**config.mk**
```make
export PLATFORM = sky130hd
export DESIGN_NAME = controle_registrador
export DESIGN_NICKNAME = d
export VERILOG_FILES = /design/src/rtl/controle_registrador.sv
export SDC_FILE = /design/constraint.sdc
export NUM_CORES = 1
export LEC_CHECK = 0
export BUFFER_PORTS_ARGS = -buffer_cell sky130_fd_sc_hd__buf_2
export CELL_PAD_IN_SITES_DETAIL_PLACEMENT = 2
export CELL_PAD_IN_SITES_GLOBAL_PLACEMENT = 2
export CORE_ASPECT_RATIO = 0.8
export CORE_MARGIN = 4
export CORE_UTILIZATION = 28
export CTS_CLUSTER_SIZE = 25
export DETAILED_ROUTE_END_ITERATION = 6
export PLACE_DENSITY = 0.79
export SLEW_MARGIN = 30
export SYNTH_ARGS = -nofsm -noshare
export SYNTH_HDL_FRONTEND = slang
export SYNTH_SLANG_ARGS = --single-unit
```
**constraint.sdc**
```tcl
create_clock -name clk -period 2.6 [get_ports clk]
set_input_delay 0.52 -clock clk [delete_from_list [all_inputs] [get_ports clk]]
set_output_delay 0.52 -clock clk [all_outputs]
set_load 0.1 [all_outputs]
```
**src/rtl/controle_registrador.sv**
```systemverilog
`default_nettype none
// ============================================================================
// Module   : controle_registrador
// Purpose  : Round-robin arbiter/write sequencer for one shared W-bit register.
// Revision : 1.0
// ============================================================================
module controle_registrador #(
    parameter int          W    = 8,
    parameter logic [W-1:0] INIT = '0
) (
    input  logic         clk,
    input  logic         clr,
    input  logic [2:0]   req,
    input  logic [W-1:0] d0,
    input  logic [W-1:0] d1,
    input  logic [W-1:0] d2,
    output logic [2:0]   gnt,
    output logic [2:0]   ack,
    output logic [W-1:0] q,
    output logic [1:0]   owner,
    output logic         busy,
    output logic [7:0]   wr_cnt
);

    localparam logic [1:0] OCIOSO   = 2'd0;
    localparam logic [1:0] CONCEDE  = 2'd1;
    localparam logic [1:0] CONFIRMA = 2'd2;

    logic [1:0]   r_state;
    logic [1:0]   r_ultimo;
    logic [1:0]   w_c0, w_c1;
    logic [1:0]   w_win;
    logic         w_owner_req;
    logic [W-1:0] w_owner_data;

    function automatic logic req_bit(input logic [2:0] r, input logic [1:0] i);
        case (i)
            2'd0:    req_bit = r[0];
            2'd1:    req_bit = r[1];
            2'd2:    req_bit = r[2];
            default: req_bit = 1'b0;
        endcase
    endfunction

    function automatic logic [2:0] onehot(input logic [1:0] i);
        case (i)
            2'd0:    onehot = 3'b001;
            2'd1:    onehot = 3'b010;
            2'd2:    onehot = 3'b100;
            default: onehot = 3'b000;
        endcase
    endfunction

    // Search order starts just after the last served requester.
    always_comb begin
        case (r_ultimo)
            2'd0:    begin w_c0 = 2'd1; w_c1 = 2'd2; end
            2'd1:    begin w_c0 = 2'd2; w_c1 = 2'd0; end
            default: begin w_c0 = 2'd0; w_c1 = 2'd1; end
        endcase
        if (req_bit(req, w_c0))
            w_win = w_c0;
        else if (req_bit(req, w_c1))
            w_win = w_c1;
        else
            w_win = r_ultimo;
    end

    always_comb begin
        w_owner_req = req_bit(req, owner);
        case (owner)
            2'd1:    w_owner_data = d1;
            2'd2:    w_owner_data = d2;
            default: w_owner_data = d0;
        endcase
    end

    assign busy = (r_state != OCIOSO);

    always_ff @(posedge clk or negedge clr) begin
        if (!clr) begin
            r_state  <= OCIOSO;
            r_ultimo <= 2'd2;
            gnt      <= 3'b000;
            ack      <= 3'b000;
            owner    <= 2'd0;
            q        <= INIT;
            wr_cnt   <= 8'd0;
        end else begin
            case (r_state)
                OCIOSO: begin
                    if (req != 3'b000) begin
                        gnt     <= onehot(w_win);
                        owner   <= w_win;
                        r_state <= CONCEDE;
                    end
                end
                CONCEDE: begin
                    if (w_owner_req) begin
                        q        <= w_owner_data;
                        wr_cnt   <= wr_cnt + 8'd1;
                        ack      <= onehot(owner);
                        r_ultimo <= owner;
                        r_state  <= CONFIRMA;
                    end else begin
                        // Requester withdrew: release without touching q or priority.
                        gnt     <= 3'b000;
                        owner   <= 2'd0;
                        r_state <= OCIOSO;
                    end
                end
                CONFIRMA: begin
                    gnt     <= 3'b000;
                    ack     <= 3'b000;
                    owner   <= 2'd0;
                    r_state <= OCIOSO;
                end
                default: begin
                    gnt     <= 3'b000;
                    ack     <= 3'b000;
                    owner   <= 2'd0;
                    r_state <= OCIOSO;
                end
            endcase
        end
    end

endmodule
`default_nettype wire

```
# After elaboration in Yosys (flattened, before gate mapping)
# Index checks and enable logic that the tools add are counted.
# word_totals
register_bits	28
latchBits	0
ramBits	0
mem_bits_ro	0
mem_count	0
# classes
add_sub_neg	1
n_mul	0
div	0
magnitude_cmp	0
n_eq_ne	13
shifts	0
mux	22
bitwise	1
n_reduce_logical	11
# op_table
cell	count
$pmux 3 s3	2
$pmux 2 s2	4
$pmux 8 s2	1
$eq 2x1->1 const B	6
$logic_not 2->1	6
$mux 2	6
$pmux 3 s2	2
$mux 3	3
$pmux 1 s3	3
$add 8x1->8 const B	1
$eq 2x2->1 const B	4
$ne 2x2->1 const B	3
$reduce_and 2->1	3
$reduce_bool 3->1	1
$reduce_bool 2->1	1
$mux 1	1
$not 1->1	1

# Longest topological paths before layout
# Gate-level depths: netlist (run 1).
# logic_depth
ltp_word	11
mapped_depth	9
ltp_nobuf	7

# Worst setup path before layout (run 1)
# OpenSTA, ideal clock, no wires.
# synth_timing
path_type	register -> register
start	register owner[0]
end	register owner[0]
setup_ps	122
arrival_time_ps	2502
setup_slack_ps	-24
path_stages_with_launch	8
n_path_buf	1
period_less_slack_ps	2624
path_cell_list	dfrtp_1 > inv_1 > ha_1 > buf_6 > a222oi_1 > nor3b_2 > o21ba_4 > a22o_1
# synth_via
elab_chain_len	4
# synth_rtl
element	line_no	text
from (decl)	20	output logic [1:0] owner,
from (signal assigned)	94	owner <= w_win;
$eq 2x2->1 (tied with other cells)	37	case (i)
$pmux 1 s3 *	37	
$ne 2x2->1 (no line) *	-	
$reduce_and 2->1 (no line) *	-	
# Mark *: on every way between the ends. The rest lies on a longest branch, timed or not.
# A chain may end at the register's enable or synchronous reset.

# Worst setup path after layout (run 1)
# layout_timing
start	register owner[0]
end	register q[3]
# layout_via
elab_chain_len	3
# layout_rtl
element	line_no	text
$eq 2x2->1 (tied with other cells)	37, 71	
$pmux 1 s3	37	
$reduce_and 2->1 (no line)	-	
to (signal assigned)	100	q <= w_owner_data;
to (decl)	19	output logic [W-1:0] q,
# Parallel ways exist; a longest one is shown, timed or not.

==> metrics.txt, run 1 <==
# TYPE chip_impl_metric gauge
chip_impl_metric{name="setup_total_negative_slack",unit="ns"} 0
chip_impl_info{name="launch_point_of_the_worst_path",value="owner[0]"} 1
chip_impl_metric{name="timing_max_transition_violations_final",unit=""} 0
chip_impl_metric{name="drc_errors",unit=""} 0
chip_impl_metric{name="grt_pass1_wl",unit="um"} 6980
chip_impl_metric{name="synth.area.mux_share",unit="%"} 2.18
chip_impl_metric{name="grt_overflow",unit=""} 0
chip_impl_info{name="rsz_0062_raised_after_global_routing",value="no"} 1
chip_impl_info{name="worst_setup_path_end_kind",value="flop"} 1
chip_impl_metric{name="syn-mean-instance-area",unit="um2"} 10.1
chip_impl_info{name="clk_root_buffer_cell",value="sky130_fd_sc_hd__clkbuf_8"} 1
chip_impl_metric{name="cts_max_level",unit=""} 1
chip_impl_metric{name="syn-instance-count",unit=""} 137
chip_impl_metric{name="critPathMaxFanout",unit=""} 19
chip_impl_metric{name="timing.slew.headroom",unit="%"} 57.2
chip_impl_metric{name="finish.instance_area",unit="um2"} 1740
chip_impl_metric{name="yosys_register_bits",unit=""} 28
chip_impl_metric{name="antenna_left",unit=""} 0
chip_impl_metric{name="async_reset_ff_share",unit="%"} 100
chip_impl_metric{name="reg2reg_slack",unit="ns"} 0.30
chip_impl_metric{name="setup_violations",unit=""} 0
chip_impl_metric{name="die_width",unit="um"} 86.4
chip_impl_info{name="timing.rr.end",value="q[3]"} 1
chip_impl_metric{name="final_net_count",unit=""} 224
chip_impl_metric{name="worst_clock_skew",unit="ns"} 0.00949
chip_impl_info{name="cp_cell_sequence",value="inv_1, ha_1, a222oi_1, nand2b_1, buf_4, o21ai_0"} 1
chip_impl_metric{name="boundaryPins",unit=""} 54
chip_impl_info{name="worstHoldPathType",value="input pin to asynchronous set/reset pin"} 1
chip_impl_metric{name="synth_adder_area_share",unit="%"} 4.54
chip_impl_info{name="cts_tree",value="done"} 1
chip_impl_metric{name="cp_data_arrival_time",unit="ns"} 2.45
chip_impl_metric{name="worstPathRequired",unit="ns"} 2.75
chip_impl_metric{name="drive_above_1_share",unit="%"} 33.9
chip_impl_metric{name="synth_largest_type_area_fraction",unit="%"} 49.0
chip_impl_metric{name="design.die.area",unit="um2"} 6110
chip_impl_metric{name="synth_simple_gate_area_share",unit="%"} 15.6
chip_impl_metric{name="cpPeakStageDelay",unit="ns"} 0.50
chip_impl_metric{name="final.period_utilization",unit="%"} 88.5
chip_impl_metric{name="placed_insts",unit=""} 245
chip_impl_metric{name="cts_sinks",unit=""} 28
chip_impl_metric{name="fp-row-count",unit=""} 22
chip_impl_metric{name="floorplan.die.height",unit="um"} 70.7
chip_impl_metric{name="grt_max_degree",unit=""} 29
chip_impl_metric{name="port-buffer-count",unit=""} 53
chip_impl_metric{name="synth_area",unit="um2"} 1380
chip_impl_metric{name="placedInstanceArea",unit="um2"} 1680
chip_impl_info{name="synthMostInstantiatedCell",value="sky130_fd_sc_hd__dfrtp_1"} 1
chip_impl_metric{name="cts-buffers-inserted",unit=""} 3
chip_impl_metric{name="vias",unit=""} 1232
chip_impl_metric{name="clk-insertion-delay-late",unit="ns"} 0.27
chip_impl_info{name="crit-reg2reg-launch",value="owner[0]"} 1
chip_impl_metric{name="routabilityCongestion",unit=""} 0.817
chip_impl_metric{name="timing.max_cap.violations",unit=""} 0
chip_impl_metric{name="period_minus_slack",unit="ns"} 2.30
chip_impl_metric{name="area_growth",unit="%"} 26.2
chip_impl_metric{name="start_util",unit="%"} 29.4
chip_impl_info{name="main_combinational_cell_family_by_area_after_synthesis",value="compound AO/OA/AOI/OAI gates"} 1
chip_impl_metric{name="first_global_vias",unit=""} 1393
chip_impl_metric{name="worst_pin_slew",unit="ns"} 0.643
chip_impl_metric{name="cts_setup_buffers",unit=""} 0
chip_impl_metric{name="post_detailed_route_via_to_cell_ratio",unit=""} 4.95
chip_impl_metric{name="fmax",unit="MHz"} 435
chip_impl_metric{name="drtIter0Drc",unit=""} 48
chip_impl_metric{name="routed_wire_length_per_instance",unit="um"} 16.4
chip_impl_info{name="dominantRegCellSynth",value="sky130_fd_sc_hd__dfrtp_1"} 1
chip_impl_metric{name="drt-total-wl",unit="um"} 4080
chip_impl_metric{name="worst_setup_hold_path_clk_slew",unit="ns"} 0.10
chip_impl_metric{name="ctsResizeCount",unit=""} 0
chip_impl_info{name="timing.critical_path.from_type",value="flop"} 1
chip_impl_metric{name="worstRegToRegCells",unit=""} 6
chip_impl_metric{name="max-clock-path-buffers",unit=""} 2
chip_impl_metric{name="cts.hold.buffers_added",unit=""} 0
chip_impl_info{name="main_area_contributors_after_synthesis",value="sky130_fd_sc_hd__dfrtp_1, sky130_fd_sc_hd__nand2_1, sky130_fd_sc_hd__o21ai_0"} 1
chip_impl_metric{name="fraction_of_the_mapped_netlist_area_in_compound_gates",unit="%"} 17.8
chip_impl_info{name="crit_path_top_delay_cell",value="sky130_fd_sc_hd__a222oi_1"} 1
chip_impl_metric{name="antenna_found_initial",unit=""} 0
chip_impl_info{name="crit_type",value="flop to flop"} 1
chip_impl_metric{name="timing_hold_violations_final",unit=""} 0
chip_impl_metric{name="mappedNetlistNets",unit=""} 171
chip_impl_metric{name="area_share_of_xor_xnor_cells_in_the_synthesized_design",unit="%"} 4.45
chip_impl_metric{name="dp_hpwl",unit="um"} 3210
chip_impl_metric{name="floorplan.core_area",unit="um2"} 4680
chip_impl_metric{name="grt_util_all_layers",unit="%"} 14.3
chip_impl_metric{name="synthesis.yosys.warnings",unit=""} 0
chip_impl_metric{name="synth-seq-area-share",unit="%"} 51.0
chip_impl_metric{name="count_of_flip_flops_with_a_built_in_enable_after_synthesis",unit=""} 0
chip_impl_info{name="synth_common_cells",value="sky130_fd_sc_hd__dfrtp_1, sky130_fd_sc_hd__nand2_1, sky130_fd_sc_hd__o21ai_0"} 1
chip_impl_metric{name="synth_cell_type_count",unit=""} 33
chip_impl_metric{name="dr.pass1.iters",unit=""} 5
chip_impl_info{name="status",value="complete, no violations"} 1
chip_impl_metric{name="n_antenna_cell",unit=""} 0
chip_impl_metric{name="final-instance-count-excl-fill",unit=""} 249
chip_impl_info{name="yosys.area.top_type",value="sky130_fd_sc_hd__dfrtp_1"} 1
## worst max-delay path, delay by kind of cell, from the launching register on
family                   cells  cell delay [ns]
AO/OA/AOI/OAI                2             0.63
flip-flops                   1             0.41
AND/OR/NAND/NOR              1             0.41
buffers and inverters        2             0.37
adder cells (fa/ha/maj)      1             0.36
## cell type report
cell class,count,area (um2)
flip-flops and latches,28,703
multi-input cells,98,614
clock buffers,4,55.1
repair buffers,54,273
inverters,5,18.8
fillers,543,2940
well taps,60,75.1
## per-stage QoR
stage	util, %	hold slack [ns]	worst slack [ns]
3_3_place_gp	36.0	0.466	0.478
4_1_cts	37.2	0.281	0.265
5_1_grt	37.2	0.316	0.0947
3_5_place_dp	36.0	0.465	0.265
2_1_floorplan	-	0.224	0.0967
6_report	37.2	0.260	0.300
## cells in the final DEF (no fill, tap or decap), types with 2 or more instances in the layout
cell type	count
sky130_fd_sc_hd__buf_2	53
sky130_fd_sc_hd__dfrtp_1	26
sky130_fd_sc_hd__nand2_1	25
sky130_fd_sc_hd__o21ai_0	18
sky130_fd_sc_hd__a22oi_1	8
sky130_fd_sc_hd__nor2_1	7
sky130_fd_sc_hd__ha_1	5
sky130_fd_sc_hd__inv_1	4
sky130_fd_sc_hd__xnor2_1	4
sky130_fd_sc_hd__clkbuf_8	4
sky130_fd_sc_hd__mux2i_1	3
sky130_fd_sc_hd__nand3_1	3
sky130_fd_sc_hd__nor3_1	3
sky130_fd_sc_hd__xor2_1	3
sky130_fd_sc_hd__nor2b_1	2
sky130_fd_sc_hd__nor3b_1	2
sky130_fd_sc_hd__nor4_1	2
sky130_fd_sc_hd__o2bb2ai_1	2
## kinds of logic (layout without fill, tap and decap cells)
family / count (synthesis) / after routing
xor+xnor: 7 / 7
fa+ha+maj: 5 / 5
compound gates: 36 / 36
flops: 28 / 28
mux: 3 / 3
buf+inv: 11 / 63
simple gates: 47 / 47
## registers in the layout (all words and copies together) (netlist names)
| register | cells |
|---|---|
| gnt | 3 |
| r_state | 2 |
| owner | 2 |
| ack | 3 |
| r_ultimo | 2 |
| q | 8 |
| wr_cnt | 8 |
## worst max path at each step
| stage | endpoint | cells past startpoint |
|---|---|---|
| after floorplan | owner[0] | 7 |
| after global placement | wr_cnt[7] | 6 |
| after detailed placement | q[3] | 6 |
| after CTS | q[3] | 6 |
| after global routing | q[5] | 7 |
| final | q[3] | 6 |
## layer usage
layer / GRT usage (%) / share of wire [%] / up-vias
met5: 0 / 0 / -
met4: 2.08 / 0.42 / 0
met3: 3.26 / 5.5 / 2
met2: 25.6 / 53 / 32
met1: 17.9 / 41 / 616
li1: - / - / 582
Power of run 1 is left out: the tool's default activity adds up to more than one toggle a clock period on the data nets, which glitch-free logic cannot reach.
==> run 2: changes to the inputs <==
--- a/config.mk
+++ b/config.mk
@@ -10,11 +10,10 @@
 export CELL_PAD_IN_SITES_GLOBAL_PLACEMENT = 2
 export CORE_ASPECT_RATIO = 0.8
 export CORE_MARGIN = 4
-export CORE_UTILIZATION = 28
+export CORE_UTILIZATION = 30
 export CTS_CLUSTER_SIZE = 25
 export DETAILED_ROUTE_END_ITERATION = 6
-export PLACE_DENSITY = 0.79
-export SLEW_MARGIN = 30
+export PLACE_DENSITY = 0.84
 export SYNTH_ARGS = -nofsm -noshare
 export SYNTH_HDL_FRONTEND = slang
 export SYNTH_SLANG_ARGS = --single-unit
==> constraint.sdc (replaced) <==
create_clock -name clk -period 2.75 [get_ports clk]
set_input_delay 0.55 -clock clk [delete_from_list [all_inputs] [get_ports clk]]
set_output_delay 0.55 -clock clk [all_outputs]
set_load 0.1 [all_outputs]
==> run 2 against run 1 <==
Effect of this change:
- critical path type unchanged
- die area down 6.0%
- via count down 1.5%
- final cell count down 1.2%
- critical endpoint unchanged
==> metrics.txt, run 2 (synthesized netlist as in run 1, its figures left out) <==
# TYPE chip_impl_metric gauge
chip_impl_info{name="status",value="complete, no violations"} 1
chip_impl_info{name="cts_tree",value="done"} 1
chip_impl_info{name="cp_cell_sequence",value="inv_1, ha_1, a222oi_1, nand2b_1, buf_4, o21ai_0"} 1
chip_impl_metric{name="post_detailed_route_via_to_cell_ratio",unit=""} 4.93
chip_impl_metric{name="worstRegToRegCells",unit=""} 6
chip_impl_info{name="crit_path_top_delay_cell",value="sky130_fd_sc_hd__a222oi_1"} 1
chip_impl_metric{name="clk-insertion-delay-late",unit="ns"} 0.27
chip_impl_metric{name="cts-buffers-inserted",unit=""} 3
chip_impl_metric{name="cts_setup_buffers",unit=""} 0
chip_impl_metric{name="final_net_count",unit=""} 224
chip_impl_metric{name="wl_met2",unit="um"} 2330
chip_impl_metric{name="first_global_vias",unit=""} 1356
chip_impl_metric{name="drtIter0Drc",unit=""} 47
chip_impl_metric{name="vias",unit=""} 1214
chip_impl_metric{name="reg2reg_slack",unit="ns"} 0.32
chip_impl_metric{name="ctsResizeCount",unit=""} 0
chip_impl_info{name="timing.rr.end",value="q[3]"} 1
chip_impl_info{name="worst_setup_path_end_kind",value="flop"} 1
chip_impl_metric{name="grt_util_all_layers",unit="%"} 15.3
chip_impl_info{name="highest_layer",value="met4"} 1
chip_impl_metric{name="grt_overflow",unit=""} 0
chip_impl_metric{name="worst_clock_skew",unit="ns"} 0.00493
chip_impl_metric{name="setup_total_negative_slack",unit="ns"} 0
chip_impl_metric{name="start_util",unit="%"} 32.0
chip_impl_metric{name="final.period_utilization",unit="%"} 88.3
chip_impl_metric{name="antenna_found_initial",unit=""} 0
chip_impl_metric{name="fillCellCount",unit=""} 502
chip_impl_metric{name="n_antenna_cell",unit=""} 0
chip_impl_info{name="worstHoldPathType",value="input pin to asynchronous set/reset pin"} 1
chip_impl_metric{name="critPathMaxFanout",unit=""} 16
chip_impl_metric{name="port-buffer-count",unit=""} 53
chip_impl_metric{name="dr.pass1.iters",unit=""} 4
chip_impl_metric{name="floorplan.die.height",unit="um"} 68.6
chip_impl_metric{name="area_growth",unit="%"} 25.9
chip_impl_info{name="mostFrequentLayoutCell",value="sky130_fd_sc_hd__buf_2"} 1
chip_impl_metric{name="cts.hold.buffers_added",unit=""} 0
chip_impl_metric{name="cts_max_level",unit=""} 1
chip_impl_metric{name="worst_pin_slew",unit="ns"} 0.615
chip_impl_metric{name="floorplan.core_area",unit="um2"} 4310
chip_impl_metric{name="max-clock-path-buffers",unit=""} 2
chip_impl_metric{name="fmax",unit="MHz"} 412
chip_impl_metric{name="drc_errors",unit=""} 0
chip_impl_metric{name="routabilityCongestion",unit=""} 0.730
chip_impl_info{name="timing.critical_path.from_type",value="flop"} 1
chip_impl_metric{name="die_width",unit="um"} 83.8
chip_impl_metric{name="worst_setup_hold_path_clk_slew",unit="ns"} 0.10
chip_impl_metric{name="cp_num_buf_inv",unit=""} 2
chip_impl_info{name="crit-reg2reg-launch",value="owner[0]"} 1
chip_impl_metric{name="setup_violations",unit=""} 0
chip_impl_metric{name="routed_wire_length_per_instance",unit="um"} 17.0
chip_impl_info{name="crit_family",value="compound AO/OA/AOI/OAI gates"} 1
chip_impl_metric{name="cpPeakStageDelay",unit="ns"} 0.49
chip_impl_metric{name="wl_met3",unit="um"} 112
chip_impl_metric{name="grt_max_degree",unit=""} 29
chip_impl_metric{name="timing.max_cap.violations",unit=""} 0
chip_impl_metric{name="cts_sinks",unit=""} 28
chip_impl_metric{name="design.die.area",unit="um2"} 5750
chip_impl_metric{name="period_minus_slack",unit="ns"} 2.43
chip_impl_info{name="largest_registers",value="q: 8 flops, wr_cnt: 8 flops"} 1
chip_impl_metric{name="antenna_left",unit=""} 0
chip_impl_info{name="rsz_0062_raised_after_global_routing",value="no"} 1
chip_impl_metric{name="worstPathRequired",unit="ns"} 2.91
chip_impl_metric{name="cp_data_arrival_time",unit="ns"} 2.58
chip_impl_metric{name="boundaryPins",unit=""} 54
chip_impl_info{name="clk_root_buffer_cell",value="sky130_fd_sc_hd__clkbuf_8"} 1
chip_impl_info{name="mostFrequentLayoutCells",value="sky130_fd_sc_hd__buf_2, sky130_fd_sc_hd__dfrtp_1, sky130_fd_sc_hd__nand2_1"} 1
chip_impl_metric{name="drt-total-wl",unit="um"} 4190
chip_impl_metric{name="dp_hpwl",unit="um"} 3370
chip_impl_metric{name="grt_pass1_wl",unit="um"} 6940
chip_impl_metric{name="routedLengthMet1",unit="um"} 1730
chip_impl_metric{name="timing.slew.headroom",unit="%"} 59.0
chip_impl_metric{name="timing_hold_violations_final",unit=""} 0
chip_impl_metric{name="fp-row-count",unit=""} 21
chip_impl_metric{name="timing_max_transition_violations_final",unit=""} 0
chip_impl_metric{name="drive_above_1_share",unit="%"} 33.3
chip_impl_info{name="crit_type",value="flop to flop"} 1
run 2: cell count changes in the layout (fill, tap and decap cells not counted):
cell                      change
sky130_fd_sc_hd__dfrtp_2      -1
sky130_fd_sc_hd__dfrtp_1      +1
run 2: through the flow:
step	cells	setup WS, ns	cell area (um2)	util (%)	hold slack [ns]
3_3_place_gp	242	0.592	1680	39.0	0.456
5_1_grt	246	0.0555	1730	40.2	0.329
4_1_cts	246	0.316	1730	40.2	0.303
2_1_floorplan	137	0.126	1380	-	0.254
6_report	246	0.322	1730	40.2	0.277
3_5_place_dp	242	0.378	1680	39.0	0.466
run 2: area by class of cell:
type	count	area [um2]	area share, %
Sequential cell	28	702	40.5
Timing Repair Buffer	54	273	15.7
Tap cell	57	71.3	4.11
Clock buffer	4	55.1	3.17
Multi-Input combinational cell	98	614	35.4
Inverter	5	18.8	1.08
run 2: routing by layer:
layer	vias to the layer above	GRT usage, %
met3	2	2.97
met4	0	3.01
met1	611	18.2
met5	-	0
met2	19	29.4
li1	582	-
run 2: worst max path at each step:
stage / cells after the start / slack (ns) / start / to
2_1_floorplan: 7 / 0.13 / owner[0] / owner[0]
3_3_place_gp: 6 / 0.59 / owner[0] / q[6]
3_5_place_dp: 6 / 0.38 / owner[0] / q[3]
4_1_cts: 6 / 0.32 / owner[0] / q[3]
5_1_grt: 7 / 0.06 / owner[0] / q[5]
6_report: 6 / 0.32 / owner[0] / q[3]
Power of run 2 is left out for the same reason.
